<file path="src/rtl/safelock_controller_if.sv">
// Keypad/lock bundle between the safelock front panel and its sequencing controller.
interface safelock_controller_if;
    logic       i_digit_valid;
    logic [3:0] i_digit;
    logic       i_lock;
    logic       i_set_req;
    logic [2:0] o_state;
    logic       o_unlock;
    logic       o_alarm;
    logic [2:0] o_digit_cnt;
    logic [2:0] o_attempts;

    // Front panel: drives keypad/lock requests, observes status
    modport master (
        output i_digit_valid, i_digit, i_lock, i_set_req,
        input  o_state, o_unlock, o_alarm, o_digit_cnt, o_attempts
    );

    // Controller: consumes requests, drives status
    modport slave (
        input  i_digit_valid, i_digit, i_lock, i_set_req,
        output o_state, o_unlock, o_alarm, o_digit_cnt, o_attempts
    );
endinterface

</file>
<file path="src/rtl/safelock_controller.sv">
// Safelock sequencing FSM: collects keypad digits, checks them against the stored
// code and drives lock, alarm and attempt-count status. All outputs are registered.
module safelock_controller #(
    parameter int unsigned           CODE_LEN       = 4,
    parameter int unsigned           MAX_ATTEMPTS   = 3,
    parameter logic [4*CODE_LEN-1:0] DEFAULT_CODE   = 16'h1234,
    parameter int unsigned           ENTRY_TIMEOUT  = 1000,
    parameter int unsigned           ERR_CYCLES     = 500,
    parameter int unsigned           LOCKOUT_CYCLES = 5000
) (
    input logic                  i_clk,
    input logic                  i_rst,
    safelock_controller_if.slave bus
);
    localparam int unsigned CW    = 4 * CODE_LEN;
    localparam int unsigned T_A   = (ENTRY_TIMEOUT > ERR_CYCLES) ? ENTRY_TIMEOUT : ERR_CYCLES;
    localparam int unsigned T_MAX = (T_A > LOCKOUT_CYCLES) ? T_A : LOCKOUT_CYCLES;
    localparam int unsigned TW    = $clog2(T_MAX + 1);

    typedef enum logic [2:0] {
        LOCKED  = 3'd0,
        ENTRY   = 3'd1,
        OPEN    = 3'd2,
        ERROR   = 3'd3,
        ALARM   = 3'd4,
        SETCODE = 3'd5
    } state_t;

    state_t          state, state_n;
    logic [TW-1:0]   timer, timer_n;
    logic [2:0]      digit_cnt, digit_cnt_n;
    logic [2:0]      attempts, attempts_n;
    logic [CW-1:0]   shreg, shreg_n;
    logic [CW-1:0]   code, code_n;
    logic            unlock, unlock_n;
    logic            alarm, alarm_n;

    logic            digit_ok;
    logic            expired;
    logic            last_digit;
    logic [CW-1:0]   shifted;
    logic [2:0]      attempts_inc;

    // Dwell/idle budget loaded on entry to a state; counter expires when it reaches 0,
    // so a load of N-1 gives exactly N cycles in the state.
    function automatic logic [TW-1:0] reload(input state_t s);
        case (s)
            ENTRY, SETCODE: reload = TW'(ENTRY_TIMEOUT - 1);
            ERROR:          reload = TW'(ERR_CYCLES - 1);
            ALARM:          reload = TW'(LOCKOUT_CYCLES - 1);
            default:        reload = '0;
        endcase
    endfunction

    // State and datapath registers
    always_ff @(posedge i_clk) begin
        if (i_rst) begin
            state     <= LOCKED;
            timer     <= '0;
            digit_cnt <= '0;
            attempts  <= '0;
            shreg     <= '0;
            code      <= DEFAULT_CODE;
            unlock    <= 1'b0;
            alarm     <= 1'b0;
        end else begin
            state     <= state_n;
            timer     <= timer_n;
            digit_cnt <= digit_cnt_n;
            attempts  <= attempts_n;
            shreg     <= shreg_n;
            code      <= code_n;
            unlock    <= unlock_n;
            alarm     <= alarm_n;
        end
    end

    // Next-state, timer, digit collection and registered-output decode
    always_comb begin
        digit_ok     = bus.i_digit_valid && (bus.i_digit <= 4'd9);
        expired      = (timer == '0);
        last_digit   = (digit_cnt == 3'(CODE_LEN - 1));
        shifted      = {shreg[CW-5:0], bus.i_digit};
        attempts_inc = (attempts == 3'(MAX_ATTEMPTS)) ? attempts : attempts + 3'd1;

        state_n     = state;
        timer_n     = expired ? '0 : timer - TW'(1);
        digit_cnt_n = digit_cnt;
        attempts_n  = attempts;
        shreg_n     = shreg;
        code_n      = code;

        case (state)
            LOCKED: begin
                if (digit_ok) begin
                    state_n     = ENTRY;
                    shreg_n     = shifted;
                    digit_cnt_n = 3'd1;
                end
            end
            ENTRY: begin
                // Expiry is checked first so a digit on the expiry cycle is dropped
                if (expired) begin
                    state_n     = LOCKED;
                    digit_cnt_n = '0;
                end else if (digit_ok) begin
                    if (last_digit) begin
                        digit_cnt_n = '0;
                        if (shifted == code) begin
                            state_n    = OPEN;
                            attempts_n = '0;
                        end else begin
                            attempts_n = attempts_inc;
                            state_n    = (attempts_inc == 3'(MAX_ATTEMPTS)) ? ALARM : ERROR;
                        end
                    end else begin
                        shreg_n     = shifted;
                        digit_cnt_n = digit_cnt + 3'd1;
                        timer_n     = reload(ENTRY);
                    end
                end
            end
            OPEN: begin
                if (bus.i_lock) begin
                    state_n = LOCKED;
                end else if (bus.i_set_req) begin
                    state_n     = SETCODE;
                    digit_cnt_n = '0;
                end
            end
            SETCODE: begin
                if (bus.i_lock) begin
                    state_n     = LOCKED;
                    digit_cnt_n = '0;
                end else if (expired) begin
                    state_n     = OPEN;
                    digit_cnt_n = '0;
                end else if (digit_ok) begin
                    if (last_digit) begin
                        code_n      = shifted;
                        state_n     = OPEN;
                        digit_cnt_n = '0;
                    end else begin
                        shreg_n     = shifted;
                        digit_cnt_n = digit_cnt + 3'd1;
                        timer_n     = reload(SETCODE);
                    end
                end
            end
            ERROR: begin
                if (expired) state_n = LOCKED;
            end
            ALARM: begin
                if (expired) begin
                    state_n    = LOCKED;
                    attempts_n = '0;
                end
            end
            default: begin
                state_n     = LOCKED;
                digit_cnt_n = '0;
            end
        endcase

        if (state_n != state) timer_n = reload(state_n);

        unlock_n = (state_n == OPEN) || (state_n == SETCODE);
        alarm_n  = (state_n == ALARM);
    end

    // Status outputs straight from registers
    assign bus.o_state     = state;
    assign bus.o_unlock    = unlock;
    assign bus.o_alarm     = alarm;
    assign bus.o_digit_cnt = digit_cnt;
    assign bus.o_attempts  = attempts;
endmodule

</file>
<file path="src/flat_wrapper.sv">
// flat-port wrapper written by rule: the top's interface ports become plain ports
module safelock_controller_flat 
#(
    parameter int unsigned           CODE_LEN       = 4,
    parameter int unsigned           MAX_ATTEMPTS   = 3,
    parameter logic [4*CODE_LEN-1:0] DEFAULT_CODE   = 16'h1234,
    parameter int unsigned           ENTRY_TIMEOUT  = 1000,
    parameter int unsigned           ERR_CYCLES     = 500,
    parameter int unsigned           LOCKOUT_CYCLES = 5000
)
  (i_clk, i_rst, bus_i_digit_valid, bus_i_digit, bus_i_lock, bus_i_set_req, bus_o_state, bus_o_unlock, bus_o_alarm, bus_o_digit_cnt, bus_o_attempts);
  safelock_controller_if bus_i ();
  input logic i_clk;
  input logic i_rst;
  input wire logic [$bits(bus_i.i_digit_valid)-1:0] bus_i_digit_valid;
  input wire logic [$bits(bus_i.i_digit)-1:0] bus_i_digit;
  input wire logic [$bits(bus_i.i_lock)-1:0] bus_i_lock;
  input wire logic [$bits(bus_i.i_set_req)-1:0] bus_i_set_req;
  output wire logic [$bits(bus_i.o_state)-1:0] bus_o_state;
  output wire logic [$bits(bus_i.o_unlock)-1:0] bus_o_unlock;
  output wire logic [$bits(bus_i.o_alarm)-1:0] bus_o_alarm;
  output wire logic [$bits(bus_i.o_digit_cnt)-1:0] bus_o_digit_cnt;
  output wire logic [$bits(bus_i.o_attempts)-1:0] bus_o_attempts;
  assign bus_i.i_digit_valid = bus_i_digit_valid;
  assign bus_i.i_digit = bus_i_digit;
  assign bus_i.i_lock = bus_i_lock;
  assign bus_i.i_set_req = bus_i_set_req;
  assign bus_o_state = bus_i.o_state;
  assign bus_o_unlock = bus_i.o_unlock;
  assign bus_o_alarm = bus_i.o_alarm;
  assign bus_o_digit_cnt = bus_i.o_digit_cnt;
  assign bus_o_attempts = bus_i.o_attempts;
  safelock_controller #(.CODE_LEN(CODE_LEN), .MAX_ATTEMPTS(MAX_ATTEMPTS), .DEFAULT_CODE(DEFAULT_CODE), .ENTRY_TIMEOUT(ENTRY_TIMEOUT), .ERR_CYCLES(ERR_CYCLES), .LOCKOUT_CYCLES(LOCKOUT_CYCLES)) u_core (.i_clk(i_clk), .i_rst(i_rst), .bus(bus_i));
endmodule
</file>
<file path="config.mk">
export PLATFORM = sky130hd
export DESIGN_NAME = safelock_controller_flat
export DESIGN_NICKNAME = d
export VERILOG_FILES = /design/src/rtl/safelock_controller_if.sv /design/src/rtl/safelock_controller.sv /design/src/flat_wrapper.sv
export SDC_FILE = /design/constraint.sdc
export NUM_CORES = 1
export LEC_CHECK = 0
export ABC_CLOCK_PERIOD_IN_PS = 2400
export BUFFER_PORTS_ARGS = -buffer_cell sky130_fd_sc_hd__buf_2
export CORE_MARGIN = 3
export CORE_UTILIZATION = 50
export DETAILED_ROUTE_END_ITERATION = 8
export PLACE_DENSITY = 0.71
export RECOVER_POWER = 50
export SLEW_MARGIN = 20
export SYNTH_ARGS = -nofsm -noshare
export SYNTH_HDL_FRONTEND = slang
export SYNTH_SLANG_ARGS = --single-unit
</file>
<file path="constraint.sdc">
create_clock -name i_clk -period 2.4 [get_ports i_clk]
set_input_delay 0.48 -clock i_clk [delete_from_list [all_inputs] [get_ports i_clk]]
set_output_delay 0.48 -clock i_clk [all_outputs]
set_load 0.01 [all_outputs]
</file>
Word level (Yosys, flattened, before mapping)
Index checks and enable logic that the tools add are counted. Widths: inputs -> output; s select.

Register bits after elaboration: 56. Bits in latches: 0. RAM bits: 0. Memory bits (read-only): 0. Bits of input ports: 9. Memories kept: 0.

Add/subtract/negate cells: 3. Multiply operators: 0. Div/mod/pow operators: 0. Order comparisons: 1. Equal/unequal tests: 23. Shift-type cells: 0. Multiplexer cells: 43. Bitwise gates (word level): 3. Reduce and logical (&&, ||, !) cells: 12.

Operator list (count): $mux 16 (5); $mux 13 (6); $mux 3 (26); $pmux 16 s3 (1); $pmux 13 s3 (1); $pmux 3 s5 (2); $pmux 13 s2 (1); $eq 3x2->1 const B (7); $eq 16x16->1 (1); $logic_not 13->1 (1); $sub 13x1->13 const B (1); $eq 3x3->1 const B (4); $reduce_and 5->1 (2); $ne 2x1->1 const B (4); $ne 2x2->1 const B (4); $add 3x1->3 const B (2); $eq 3x1->1 const B (2); $pmux 3 s2 (1); $le 4x4->1 const B (1); $reduce_and 4->1 (1); $reduce_or 2->1 (2); $logic_not 3->1 (1); $ne 3x3->1 (1); $not 1->1 (3); other kinds (5) (5).

Longest topological paths before layout
Gate-level depths: netlist (run 1).

Depth in word-level cells: 13. Gate-level depth with buffers: 10.

Worst setup path after synthesis (run 1)
No wires, ideal clock.

Kind: reg-to-reg. Start: reg u_core.digit_cnt[0] (netlist: u_core.bus.o_digit_cnt[0]). End: reg u_core.timer[12]. Arrival time: 2310 ps. Data required time: 2277 ps. Slack: -34 ps. Stages on the path, launching flop included: 8. Clock period less this slack: 2434 ps. Path through: dfxtp_1 -> ha_1 -> nor2b_1 -> nand3_1 -> or4_1 -> o221ai_1 -> o221a_4 -> mux2_1.

Cells in the longest elaborated chain, start to end: 10. Elaborated cells on any way between the ends: 22. Those cells by class: 6 x eq/ne; 15 x mux; 1 x reduce/logical.

Ends and longest elaborated chain: start, declared (line safelock_controller.sv:31) `logic [2:0] digit_cnt, digit_cnt_n;`; start signal, assigned (line safelock_controller.sv:69) `digit_cnt <= digit_cnt_n;`; $eq 3x2->1 (*) (line safelock_controller.sv:82) `last_digit = (digit_cnt == 3'(CODE_LEN - 1));`; $mux 3 (line safelock_controller.sv:139) `if (last_digit) begin`; $mux 3 (line safelock_controller.sv:138) `end else if (digit_ok) begin`; $mux 3 (line safelock_controller.sv:135) `end else if (expired) begin`; $mux 3 (line safelock_controller.sv:132) `if (bus.i_lock) begin`; $pmux 3 s5 (line safelock_controller.sv:93) `case (state)`; $eq 3x1->1 / $eq 3x3->1 (equally long branches) (line safelock_controller.sv:47) `case (s)`; $reduce_or 2->1 (line safelock_controller.sv:47); $pmux 13 s3 (line safelock_controller.sv:47); $mux 13 (*) (line safelock_controller.sv:165) `if (state_n != state) timer_n = reload(state_n);`; end signal, assigned (line safelock_controller.sv:68) `timer <= timer_n;`; end, declared (line safelock_controller.sv:30) `logic [TW-1:0] timer, timer_n;`.

Mark *: on every way between the ends. The rest lies on a longest branch, timed or not. A chain may end at the register's enable or synchronous reset.

Worst setup path in the final report (run 1)
Start: reg u_core.timer[1]. End: reg u_core.timer[12].

Cells in the longest elaborated chain, start to end: 8. Elaborated cells on any way between the ends: 21. Those cells by class: 1 x add/sub; 5 x eq/ne; 13 x mux; 2 x reduce/logical.

Ends and longest elaborated chain: $sub 13x1->13 / $logic_not 13->1 (equally long branches) (line safelock_controller.sv:87, safelock_controller.sv:81); $mux 13 / $mux 3 (equally long branches) (line safelock_controller.sv:87, safelock_controller.sv:135); $mux 13 / $mux 3 (equally long branches) (line safelock_controller.sv:107, safelock_controller.sv:139, safelock_controller.sv:132); $mux 13 / $pmux 3 s5 (equally long branches) (line safelock_controller.sv:106, safelock_controller.sv:93); $mux 13, or another cell as far along (line safelock_controller.sv:103) `if (expired) begin`; $mux 13 / $reduce_or 2->1 (equally long branches) (line safelock_controller.sv:132, safelock_controller.sv:47); $pmux 13 s2 / $pmux 13 s3 (equally long branches) (line safelock_controller.sv:93, safelock_controller.sv:47); $mux 13 (*) (line safelock_controller.sv:165).

Marked as above.

==> flow_summary.toml, run 1 <==
[outcome]
run_status = "finished, violations left"
violations = "setup timing"

[power]
p_leak_nw = 1.26
p_per_area_nw_per_um2 = 922
ir_drop_v = 0.000705

[layout]
num_antenna_cells = 0
synthToLayoutAreaGrowth_pct = 22.5
layout.nets = 393
final_util_pct = 64.0
final_area_um2 = 3310
drive_gt1_share_pct = 24.4

[flow_run]
drv_cap = 0

[critical_path]
crit_type = "reg2reg"
worstPathBufferInverterCount = 1
reg2reg_to = "u_core.timer[12]"
worstRegToRegCells = 9
cp_top_family = "simple AND/OR/NAND/NOR gates"
path_common_cell = "or4b_4"
rr_startpoint = "u_core.timer[1]"
critPathLaunchType = "register"
reg2reg_slack_ns = -0.09
slowest_stage = "or4b_4"
required_ns = 2.61
critical_path_depth = 9
path_cells = "inv_2, ha_4, or4b_4, nor3_4, or4b_4, o21a_4, and3_4, o221a_4, mux2_4"
cpPeakStageDelay_ns = 0.49
cp_max_fo = 5
end_kind = "register"
crit_arrival_ns = 2.70
critical_path.startpoint = "u_core.timer[1]"

[sta]
skew_ns = 0.0119
final.setup.tns_ns = -0.514
fin_crit_sh_pct = 104
finalCriticalPeriod_ns = 2.49
rsz0062_at_grt = "yes"
maxSlewHeadroom_pct = 67.1
setup_violations = 13
worst-slew-pin-transition_ns = 0.493
maxSlewViolCount = 0
fmax_mhz = 401
worst_slack_ns = -0.0947
finalHoldViolCount = 0

[min_path]
holdPathEnd = "u_core.code[0]"
hp-start = "bus_i_digit[0]"
hold-path-cell-count = 3
hp-class = "in2reg"

[yosys]
synth_nets = 339
ys_seq_area_share_pct = 38.5
yosysTopAreaCell = "dfxtp_1"
synth_ff_type = "dfxtp_1"
yosys_warnings = 0
synth_top_area_share_pct = 38.5
synthTopCellsByArea = "dfxtp_1 39%, nand2_1 7.5%, xnor2_1 6.5%"
ys_types = 55
async_reset_ff_share_pct = 0
syn_area_um2 = 2700
synth_enable_flop_cells = 0
yosys_register_bits = 52
netlist_instances = 326
syn_area_per_cell_um2 = 8.29

[global_route]
grt_start_max_net_pins = 31
grt_first_pass_wirelength_mm = 11.4
grt_usage_pct = 22.7
gr-total-overflow = 0
antenna_found_initial = 0
grt_pass1_vias = 2432

[clock_network]
cts_tree = "built"
clk_pin_slew_ns = 0.10
h-tree-depth = 2
cts_hold_buf = 0
clock-root-buffer = "clkbuf_8"
insertion_delay_ns = 0.32
cts_max_path_buffers = 2
cts_sinks = 52
numCtsBuffers = 5

[die]
die_area_um2 = 6320
die_w_um = 79.5
ios = 20
start_util_pct = 52.2
rows = 26
die_height_um = 79.5
core_region_area_um2 = 5170

[drt]
routed_wl_mm = 6.63
first_iter_violations = 279
ant_nets = 0
first_pass_iters = 4
wl_per_cell_um = 14.7
drc = 0
via_per_inst = 5.49
routed-via-count = 2478

[placed_design]
dp_hpwl_mm = 4.71
place.gp.congestion = 0.949
postPlaceCellArea_um2 = 3140
io_buffers = 19
==> flip-flops by register name, summed over array words and instances, names as in the netlist <==
name,count
u_core.shreg,12
u_core.bus.o_unlock,1
u_core.bus.o_state,3
u_core.code,16
u_core.timer,13
u_core.bus.o_attempts,3
u_core.bus.o_alarm,1
u_core.bus.o_digit_cnt,3
==> metal layers <==
layer | share of wire, % | up-vias | global-route usage [%] | wire (um)
li1 | - | 1253 | - | -
met1 | 48 | 1167 | 30.0 | 3190
met2 | 47 | 51 | 37.4 | 3120
met3 | 3.8 | 7 | 4.29 | 249
met4 | 1.1 | 0 | 6.53 | 74
met5 | 0 | - | 0 | 0
==> area by class of cell <==
| cell class | instances | area, um2 |
|---|---|---|
| clock buffer | 5 | 68.8 |
| tap | 70 | 87.6 |
| fill | 456 | 1860 |
| clock inverter | 3 | 25.0 |
| inverter | 7 | 26.3 |
| timing repair buffer | 61 | 409 |
| multi-input combinational | 253 | 1650 |
| sequential | 52 | 1040 |
==> tightest hold or removal path, stage by stage <==
cell	delay [ns]
buf_2	0.12
nand2_1	0.05
a21oi_1	0.05
==> cells in the final DEF (no fill, tap or decap), types with 3 or more instances in the layout <==
master and n:
xor2_1 7, and2_1 3, nor2_1 22, nor3b_1 3, dfxtp_1 50, clkbuf_8 5
nand3b_1 6, xnor2_1 20, buf_2 11, nor4_1 6, nand2b_1 4, o21ai_0 17
o22ai_1 6, nand2_1 54, nand4_1 5, ha_1 3, inv_1 5, a21oi_1 30
or3_1 3, nor2b_1 6, nor3_1 5, buf_4 40, nor3b_2 4, clkbuf_1 9
==> kinds of logic (layout without fill, tap and decap cells) <==
kind of cell             after synthesis  count (layout)  synth area share, %
adder cells (fa/ha/maj)                4               4                 1.85
buffers and inverters                 21              76                 3.19
XOR/XNOR                              27              27                 8.75
flip-flops                            52              52                 38.5
multiplexers                           4               4                 1.57
AO/OA/AOI/OAI                         76              76                 18.1
AND/OR/NAND/NOR                      142             142                 28.0
==> timing repair <==
item | 4_1_cts | 5_1_grt
buffers inserted | 3 | 0
pin swaps | 3 | 0
endpoints found under the setup margin | 13 | 24
cloned | 0 | 0
resized for setup | 13 | 6
==> per-stage QoR <==
step           setup slack [ns]  power [mW]  hold slack [ns]  cells
2_1_floorplan           0.00393        1.94            0.444    326
3_3_place_gp            -0.0861        2.39            0.451    440
3_5_place_dp             -0.127        2.41            0.458    440
4_1_cts                 -0.0681        3.06            0.416    451
5_1_grt                  -0.227        3.28            0.425    451
6_report                -0.0947        3.05            0.429    451
==> power by group <==
part,internal [mW],switching (mW)
clock network,0.213,0.319
registers,0.964,0.0939
logic,0.749,0.714
==> synthesized netlist by cell type (4+ instances only) <==
cell type and n:
nand2_1 54, dfxtp_1 52, a21oi_1 31, nor2_1 23, xnor2_1 20, o21ai_0 17, clkbuf_1 13, inv_1 7
nor2b_1 7, nor4_1 7, xor2_1 7, nand3b_1 6, o22ai_1 6, nand4_1 5, nor3_1 5, and3_1 4
ha_1 4, nand2b_1 4, nor3b_1 4
==> how the worst max path moves through the flow <==
| stage | end |
|---|---|
| 4_1_cts | u_core.timer[2] |
| 3_3_place_gp | u_core.timer[12] |
| 6_report | u_core.timer[12] |
| 5_1_grt | u_core.timer[2] |
| 3_5_place_dp | u_core.timer[12] |
| 2_1_floorplan | u_core.timer[12] |
Note: power is estimated with default switching activity, not from simulation.
==> run 2, diff against run 1 <==
--- a/config.mk
+++ b/config.mk
@@ -10,7 +10,7 @@
 export CORE_MARGIN = 3
 export CORE_UTILIZATION = 50
 export DETAILED_ROUTE_END_ITERATION = 8
-export PLACE_DENSITY = 0.71
+export PLACE_DENSITY_LB_ADDON = 0.1
 export RECOVER_POWER = 50
 export SLEW_MARGIN = 20
 export SYNTH_ARGS = -nofsm -noshare
==> flow_summary.toml, run 2 (synthesized netlist as in run 1, its figures left out) <==
[outcome]
run_status = "finished, violations left"
violations = "setup timing"

[global_route]
grt_first_pass_wirelength_mm = 11.4
antenna_found_initial = 0
grt_start_max_net_pins = 34
grt_pass1_vias = 2429
grt_usage_pct = 22.5
gr-total-overflow = 0

[clock_network]
cts_hold_buf = 0
h-tree-depth = 2
cts_sinks = 52
cts_tree = "built"
clock-root-buffer = "clkbuf_8"
numCtsBuffers = 5
clk_pin_slew_ns = 0.10
insertion_delay_ns = 0.31
cts_max_path_buffers = 2

[die]
rows = 26
die_w_um = 79.5
die_area_um2 = 6320
die_height_um = 79.5
ios = 20
core_region_area_um2 = 5170
start_util_pct = 52.2

[sta]
finalCriticalPeriod_ns = 2.51
skew_ns = 0.00715
setup_violations = 12
fin_crit_sh_pct = 105
fmax_mhz = 398
fin_hold_ws_ns = 0.436
rsz0062_at_grt = "yes"
worst_slack_ns = -0.111
maxSlewViolCount = 0
maxSlewHeadroom_pct = 70.0
worst-slew-pin-transition_ns = 0.451
finalHoldViolCount = 0

[drt]
first_iter_violations = 147
routed-via-count = 2496
first_pass_iters = 4
drc = 0
via_per_inst = 5.44
ant_nets = 0
routed_wl_mm = 6.64
wl_per_cell_um = 14.5

[critical_path]
cp_max_fo = 6
end_kind = "register"
critPathLaunchType = "register"
required_ns = 2.60
crit_type = "reg2reg"
worstRegToRegCells = 9
reg2reg_to = "u_core.timer[4]"
reg2reg_slack_ns = -0.11
crit_arrival_ns = 2.71
rr_startpoint = "u_core.timer[1]"

[layout]
reg.largest.list = "u_core.code x16, u_core.timer x13, u_core.shreg x12"
num_antenna_cells = 0
synthToLayoutAreaGrowth_pct = 25.7
layout.nets = 401
seq_area_um2 = 1040
drive_gt1_share_pct = 26.2
finish.cell_count_without_fillers = 459
fill_cells = 467
mostFrequentLayoutCell = "nand2_1"
multiInputGateArea_um2 = 1680
most-common-layout-cells = "54 x nand2_1, 50 x dfxtp_1, 43 x buf_4"
regMostFlops = "u_core.code"
largest_register_ffs = 16

[placed_design]
io_buffers = 19
post-place-cells = 444
place.gp.congestion = 0.852
dp_hpwl_mm = 4.69

[min_path]
hp-start = "bus_i_digit[0]"
hold-path-cell-count = 3
holdPathEnd = "u_core.shreg[0]"
hp-class = "in2reg"

[power]
p_leak_nw = 1.30
ir_drop_v = 0.000797
power.total_mw = 3.09
p_per_area_nw_per_um2 = 910

[flow_run]
drv_cap = 0
run 2: cell count changes in the layout (fill, tap and decap cells not counted), sizes merged:
cell,delta
clkbuf,+2
buf,+6
clkinv,+2
clkinvlp,-1
inv,-1
run 2: worst max-delay path by stage:
stage / from / end / slack, ns
floorplan: u_core.bus.o_digit_cnt[0] / u_core.timer[12] / 0.004
finish: u_core.timer[1] / u_core.timer[4] / -0.11
global placement: u_core.timer[0] / u_core.timer[2] / -0.13
CTS: u_core.timer[1] / u_core.timer[12] / -0.1
global route: u_core.timer[1] / u_core.timer[9] / -0.22
detailed placement: u_core.timer[0] / u_core.timer[12] / -0.12
run 2: layout make-up:
type                            count  area share, %
Clock buffer                        5           2.03
Clock inverter                      3          0.663
Inverter                            7          0.773
Multi-Input combinational cell    253           49.4
Sequential cell                    52           30.7
Tap cell                           70           2.58
Timing Repair Buffer               69           13.9
run 2: worst max-delay path, stage by stage, from the launching register on:
cell	delay (ns)
dfxtp_2	0.33
inv_2	0.07
ha_4	0.12
or4b_4	0.50
nor3_4	0.30
nor2_2	0.10
a31oi_4	0.20
and3_4	0.22
o221a_4	0.23
mux2_4	0.31
run 2: what timing repair did:
action                                  4_1_cts  5_1_grt
pin swaps                                     7        8
endpoints found under the setup margin       14       38
gates resized for setup                      10       21
setup buffers                                 5        3
run 2: layer usage:
| layer | track usage (%) | vias up | share of wire (%) |
|---|---|---|---|
| met4 | 5.33 | 0 | 0.59 |
| met1 | 32.4 | 1168 | 49 |
| met3 | 3.27 | 4 | 4.5 |
| met5 | 0 | - | 0 |
| li1 | - | 1273 | - |
| met2 | 35.1 | 51 | 46 |
run 2: power by group:
part	total, mW	switching [mW]	leakage (nW)	internal [mW]
Clock	0.513	0.303	0.0485	0.210
Sequential	1.05	0.0850	0.423	0.964
Combinational	1.53	0.752	0.825	0.781
Total	3.09	1.14	1.30	1.95
run 2: stage by stage:
step | utilization, % | setup slack [ns] | TNS [ns] | instance area [um2]
final | 65.7 | -0.111 | -0.643 | 3400
after global routing | 65.7 | -0.219 | -2.20 | 3400
after CTS | 63.9 | -0.0969 | -0.452 | 3310
after detailed placement | 61.1 | -0.119 | -1.08 | 3160
after global placement | 61.1 | -0.132 | -1.07 | 3160
after floorplan | - | 0.00393 | 0 | 2710
